$ cat src/rtl/priority_resolver_isr.sv
// Priority resolver and in-service register for an 8259-compatible PIC.
// Picks the highest-priority unmasked request, runs the two-pulse INTA handshake and applies EOI commands.
module priority_resolver_isr #(
  parameter int NUM_IR = 8
) (
  input  logic              clk,
  input  logic              reset,
  input  logic [NUM_IR-1:0] IRR,
  input  logic [NUM_IR-1:0] interruptMask,
  input  logic              intaPulse,
  input  logic              autoEoi,
  input  logic              eoiValid,
  input  logic              eoiSpecific,
  input  logic              eoiRotate,
  input  logic [2:0]        eoiLevel,
  input  logic              setPriorityValid,
  input  logic              autoRotate,
  output logic              INT,
  output logic [NUM_IR-1:0] ISR,
  output logic [NUM_IR-1:0] clearIRR,
  output logic              vectorValid,
  output logic [2:0]        vectorLevel,
  output logic [2:0]        lowestPriority
);

  typedef enum logic {IDLE, ACK2} state_t;

  state_t            state, state_next;
  logic [NUM_IR-1:0] isr_q, isr_next;
  logic [NUM_IR-1:0] clear_q, clear_next;
  logic [2:0]        lowest_q, lowest_next;
  logic [2:0]        winner_q, winner_next;
  logic [2:0]        vlevel_q, vlevel_next;
  logic              spurious_q, spurious_next;
  logic              int_q, int_next;
  logic              vvalid_q, vvalid_next;

  logic [NUM_IR-1:0] eligible;
  logic              cand_found, isr_found, qualifies;
  logic [2:0]        cand_level, isr_level;

  // Rank 0 is the highest priority: the level just above the current lowest.
  function automatic logic [2:0] rank(input logic [2:0] level, input logic [2:0] low);
    return 3'(level - low - 3'd1);
  endfunction

  // Returns {found, level} of the highest-priority set bit of v.
  function automatic logic [3:0] find_top(input logic [NUM_IR-1:0] v, input logic [2:0] low);
    logic [3:0] result;
    logic [2:0] level;
    result = 4'd0;
    for (int i = NUM_IR - 1; i >= 0; i--) begin
      level = 3'(low + 3'(i) + 3'd1);
      if (v[level]) result = {1'b1, level};
    end
    return result;
  endfunction

  assign eligible = IRR & ~interruptMask;

  always_comb begin
    {cand_found, cand_level} = find_top(eligible, lowest_q);
    {isr_found, isr_level}   = find_top(isr_q, lowest_q);
  end

  // Fully nested: a request only interrupts strictly lower-priority service.
  assign qualifies = cand_found &&
                     (!isr_found || (rank(cand_level, lowest_q) < rank(isr_level, lowest_q)));

  always_comb begin
    // NOTE: every next-state variable gets a default first so no path can infer a latch.
    state_next    = state;
    isr_next      = isr_q;
    lowest_next   = lowest_q;
    winner_next   = winner_q;
    spurious_next = spurious_q;
    vlevel_next   = vlevel_q;
    clear_next    = '0;
    vvalid_next   = 1'b0;
    int_next      = 1'b0;

    // EOI is judged on the pre-cycle ISR; INTA updates below are layered on top.
    if (eoiValid) begin
      if (eoiSpecific) begin
        isr_next[eoiLevel] = 1'b0;
        if (eoiRotate) lowest_next = eoiLevel;
      end else if (isr_found) begin
        isr_next[isr_level] = 1'b0;
        if (eoiRotate) lowest_next = isr_level;
      end
    end

    case (state)
      IDLE: begin
        if (intaPulse) begin
          state_next = ACK2;
          if (qualifies) begin
            winner_next          = cand_level;
            spurious_next        = 1'b0;
            isr_next[cand_level] = 1'b1;
            clear_next[cand_level] = 1'b1;
          end else begin
            winner_next   = 3'd7;
            spurious_next = 1'b1;
          end
        end else begin
          int_next = qualifies;
        end
      end
      ACK2: begin
        if (intaPulse) begin
          state_next  = IDLE;
          vvalid_next = 1'b1;
          vlevel_next = winner_q;
          if (autoEoi && !spurious_q) begin
            isr_next[winner_q] = 1'b0;
            if (autoRotate) lowest_next = winner_q;
          end
        end
      end
      default: state_next = IDLE;
    endcase

    if (setPriorityValid) lowest_next = eoiLevel;
  end

  // NOTE: sequential state uses non-blocking assignments so every register samples pre-edge values.
  always_ff @(posedge clk) begin
    if (reset) begin
      state      <= IDLE;
      isr_q      <= '0;
      clear_q    <= '0;
      lowest_q   <= 3'd7;
      winner_q   <= 3'd0;
      vlevel_q   <= 3'd0;
      spurious_q <= 1'b0;
      int_q      <= 1'b0;
      vvalid_q   <= 1'b0;
    end else begin
      state      <= state_next;
      isr_q      <= isr_next;
      clear_q    <= clear_next;
      lowest_q   <= lowest_next;
      winner_q   <= winner_next;
      vlevel_q   <= vlevel_next;
      spurious_q <= spurious_next;
      int_q      <= int_next;
      vvalid_q   <= vvalid_next;
    end
  end

  assign INT            = int_q;
  assign ISR            = isr_q;
  assign clearIRR       = clear_q;
  assign vectorValid    = vvalid_q;
  assign vectorLevel    = vlevel_q;
  assign lowestPriority = lowest_q;

endmodule

$ cat config.mk
export PLATFORM = sky130hd
export DESIGN_NAME = priority_resolver_isr
export DESIGN_NICKNAME = d
export VERILOG_FILES = /design/src/rtl/priority_resolver_isr.sv
export SDC_FILE = /design/constraint.sdc
export NUM_CORES = 1
export LEC_CHECK = 0
export CAP_MARGIN = 20
export CORE_MARGIN = 4
export CORE_UTILIZATION = 55
export CTS_BUF_LIST = sky130_fd_sc_hd__clkbuf_4 sky130_fd_sc_hd__clkbuf_8 sky130_fd_sc_hd__clkbuf_16
export CTS_CLUSTER_SIZE = 14
export DETAILED_ROUTE_END_ITERATION = 10
export PLACE_DENSITY = 0.77
export SYNTH_ARGS = -nofsm -noshare
export SYNTH_HDL_FRONTEND = slang
export SYNTH_SLANG_ARGS = --single-unit
$ cat constraint.sdc
create_clock -name clk -period 6.7 [get_ports clk]
set_input_delay 1.34 -clock clk [delete_from_list [all_inputs] [get_ports clk]]
set_output_delay 1.34 -clock clk [all_outputs]
set_load 0.005 [all_outputs]
==> results.md <==
* Seq pwr share at 0.214
* CTS clk-pin slew, worst paths at around 0.070 ns
* Peak VDD IR at between 0.2 and 0.25 mV
* Worst Hold Path EP: vectorLevel[1]
* Post-synth top area cell: mux4_2
* Via Count at between 3,000 and 4,000
* Nets at roughly 470
* Fmax at ~0.16 GHz
* Clock group share of total power at 0.119
* Max clock buf depth at 2
* Core area at between 6000 and 7000 sq um
* WP data arrival at 6.26 ns
* DRC at 0
* Filler instances at between 500 and 600
* R2R Path End: ISR[4]
* Clk sinks at 29
* Setup Buffers After CTS at 0
* Gr ovfl total at 0
* Die height at just under 90 um
* Worst setup margin at 0.627 ns
* Final setup fails at 0
* Number of global-route vias before repair at 3,489
* Area share of the largest cell type after synthesis at 0.173
* # Max-Cap Violations at 0
* Critical path buffer and inverter count at 2
* Crit-path leading delay family: compound AO/OA/AOI/OAI gates
* Vias/cell at between 6 and 7
* CP Class: input pin to register
* Setup WS pre-CTS at 0.416 ns
* Status: complete, no violations
* Final worst-path cycle share at 0.906
* Largest family of logic cells by synthesized area: multiplexers
* Number of flops mapped to enable cells by yosys at 0
* Ys async rst share at 0
* Library cells used by synthesis at 73
* Gpl congestion at a little under 1
* Total Routing Usage GR at 0.276
* Die Area at 7990 sq um
* Sw Pwr at between 0.0005 and 0.0006 W
* Starting DRT DRC Count at 369
* #FFs+latches synth at 29
* Final Skew at around 0.0058 ns
* Total power at 0.00120 W
* # resized after CTS at 0
* Worst endpoint required time at roughly 6.9 ns
* Setup crit end kind: register
* Antenna violations before repair at 0
* Worst-margin pin slew at slightly above 0.9 ns
* Synthesized-area fraction occupied by adder cells at 0.0419
* Inserted Diodes at 0
* DR pass1 iterations at 5
* Hold crit path type: register to register
* Setup TNS at 0 ns
* Fin util at 0.659
* Initial Util at 0.570
* Internal at between 0.0006 and 0.0007 W
* Clock root buffer: clkbuf_8
* Worst skew pair latency at between 0.2 and 0.3 ns
* Wire length per cell at between 20 and 25 um
* Yosys Warn Count at 0
* LEAKAGE at between 1.5 and 2 nW
* Ports at 52
* CTS Hold Bufs at 0
* Synth Cell Area at between 3000 and 4000 sq um
* Min cycle time layout at ~6 ns
* CTS tree: done
* Num rows at 29
* Sw Share at 0.475
* Final wirelength at 10,500 um
* Synth Flop Type: dfxtp_1
* CP max FO at 10
* Largest net degree at the start of global routing at 39
* Pwr dens at 285 nW/um^2
* Area grow syn2layout at 15.7%
* First-pass GRT wire length at 17,300 um
* Slew headroom at 0.383
* Antenna Nets Post-Route at 0
* Register-to-register setup slack at 0.71 ns
* Reg2reg path depth at 19
* Hold Path Origin: vectorLevel[1]
* Synth Area in Compound Gates at 0.189
* Synth area leaders: mux4_2 17%, dfxtp_1 16%, mux2i_1 9.9%, mux2_2 3.4%, ha_1 3.1%
* Dpl hpwl at 7770 um
* Unrepaired setup endpoints after global routing: false
* Most frequent cell after synthesis: mux2i_1
* Syn nets at between 400 and 500
* CTS Buf Count at 5
* Worst path cell trace: clkdlybuf4s50_1 > nor2b_1 > a21oi_1 > mux4_2 > a21o_1 > a221oi_1 > o21ai_1 > a31oi_4 > inv_2 > ha_1 > fa_1 > xnor2_1 > xnor2_1 > ha_1 > a21oi_1 > nor2_1 > a31oi_2 > nand3_1 > o32ai_1
* Overall die width at between 80 and 90 um
* Final hold vios at 0
* Post-synth top cells: 36 x mux2i_1, 29 x dfxtp_1, 28 x mux4_2
* Comb pwr share at 0.668
* Post-Synth XOR/XNOR Area at 0.0258
* Layout cell share with drive strength beyond 1 at 0.161
* Synth Area per Inst at 9.08 sq um
* IO Port Bufs at 51
* Synth Area in Simple Gates at 0.200
* Critical R2R Launch: lowestPriority[0]
* Mux cell area share after synthesis at 0.321
* H-Tree Depth at 2
* CP peak stage delay at about 0.55 ns
* Hold Path Stages at 2
* Setup crit start kind: input pin
* Pins Over Slew Limit at 0
* Mapped Cells at 401
* Seq/Total Area, Yosys at 0.159
* Slowest cell on crit path: mux4_2
layer usage:
metal	vias up	global-route usage	part of all wire
li1	1628	-	-
met1	1720	0.396	0.43
met2	168	0.429	0.47
met3	19	0.0581	0.092
met4	0	0.0568	0.012
met5	-	0	0
worst min-delay path: stages, from the launching register on:
cell	delay, ns
dfxtp_1	0.33
mux2i_1	0.07
nor2_1	0.07
area by class of cell:
| type | instances | area (sq um) | area share |
|---|---|---|---|
| multi-input cells | 326 | 2830 | 0.672 |
| flip-flops and latches | 29 | 582 | 0.138 |
| repair buffers | 58 | 563 | 0.134 |
| well taps | 77 | 96.3 | 0.0229 |
| clock buffers | 5 | 68.8 | 0.0163 |
| inverters | 14 | 55.1 | 0.0131 |
| clock inverters | 3 | 17.5 | 0.00416 |
worst max-delay path by stage:
stage,startpoint,endpoint,slack [ns],cells after the start
after detailed placement,IRR[6],ISR[4],0.42,19
after global routing,lowestPriority[0],ISR[4],0.27,19
after global placement,IRR[5],ISR[4],0.64,19
after floorplan,IRR[6],ISR[4],1.52,18
after CTS,IRR[6],ISR[4],0.70,19
final,IRR[6],ISR[4],0.63,19
power groups by stage:
| stage | Sequential [W] | Clock, W | Combinational (W) |
|---|---|---|---|
| floorplan | 0.000224 | 0 | 0.000624 |
| global placement | 0.000256 | 0 | 0.000764 |
| detailed placement | 0.000256 | 0 | 0.000783 |
| CTS | 0.000253 | 0.000143 | 0.000785 |
| global route | 0.000260 | 0.000151 | 0.000870 |
| finish | 0.000256 | 0.000142 | 0.000801 |
registers in the layout, summed over array words and instances (netlist names), 3 cells and up:
name	cells
ISR	8
lowestPriority	3
clearIRR	8
winner_q	3
vectorLevel	3
logic make-up (layout without fill, tap and decap cells):
| group | count (synthesis) | in the layout |
|---|---|---|
| AND/OR/NAND/NOR | 137 | 137 |
| AO/OA/AOI/OAI | 93 | 93 |
| multiplexers | 78 | 78 |
| buffers and inverters | 46 | 80 |
| flip-flops | 29 | 29 |
| adder cells (fa/ha/maj) | 11 | 11 |
| XOR/XNOR | 7 | 7 |
stage by stage:
stage | std cells | hold WS, ns | area (sq um)
4_1_cts | 512 | 0.510 | 4210
3_5_place_dp | 504 | 0.484 | 4130
2_1_floorplan | 401 | 0.474 | 3640
6_report | 512 | 0.504 | 4210
5_1_grt | 512 | 0.566 | 4210
3_3_place_gp | 504 | 0.491 | 4130
cells in the final DEF, fill, tap and decap left out, drive strengths merged, types with 3 or more instances in the layout:
cell	netlist	layout
dfxtp	29	29
ha	9	9
nand2	26	26
mux4	29	29
and2	3	3
a211oi	4	4
and3	3	3
clkinv	1	3
nor2b	11	11
nor2	26	26
nor3	14	14
o22ai	7	7
o31ai	6	6
clkdlybuf4s50	0	51
o21ai	13	13
nor3b	4	4
nand3	16	16
buf	17	7
a31oi	6	6
nand4	9	9
o2111ai	5	5
mux2	13	13
xnor2	5	5
inv	13	13
nand2b	13	13
a311oi	3	3
o221ai	3	3
a21o	3	3
o211ai	3	3
a21oi	16	16
mux2i	36	36
clkbuf	15	5
(Power assumes the default switching activity.)
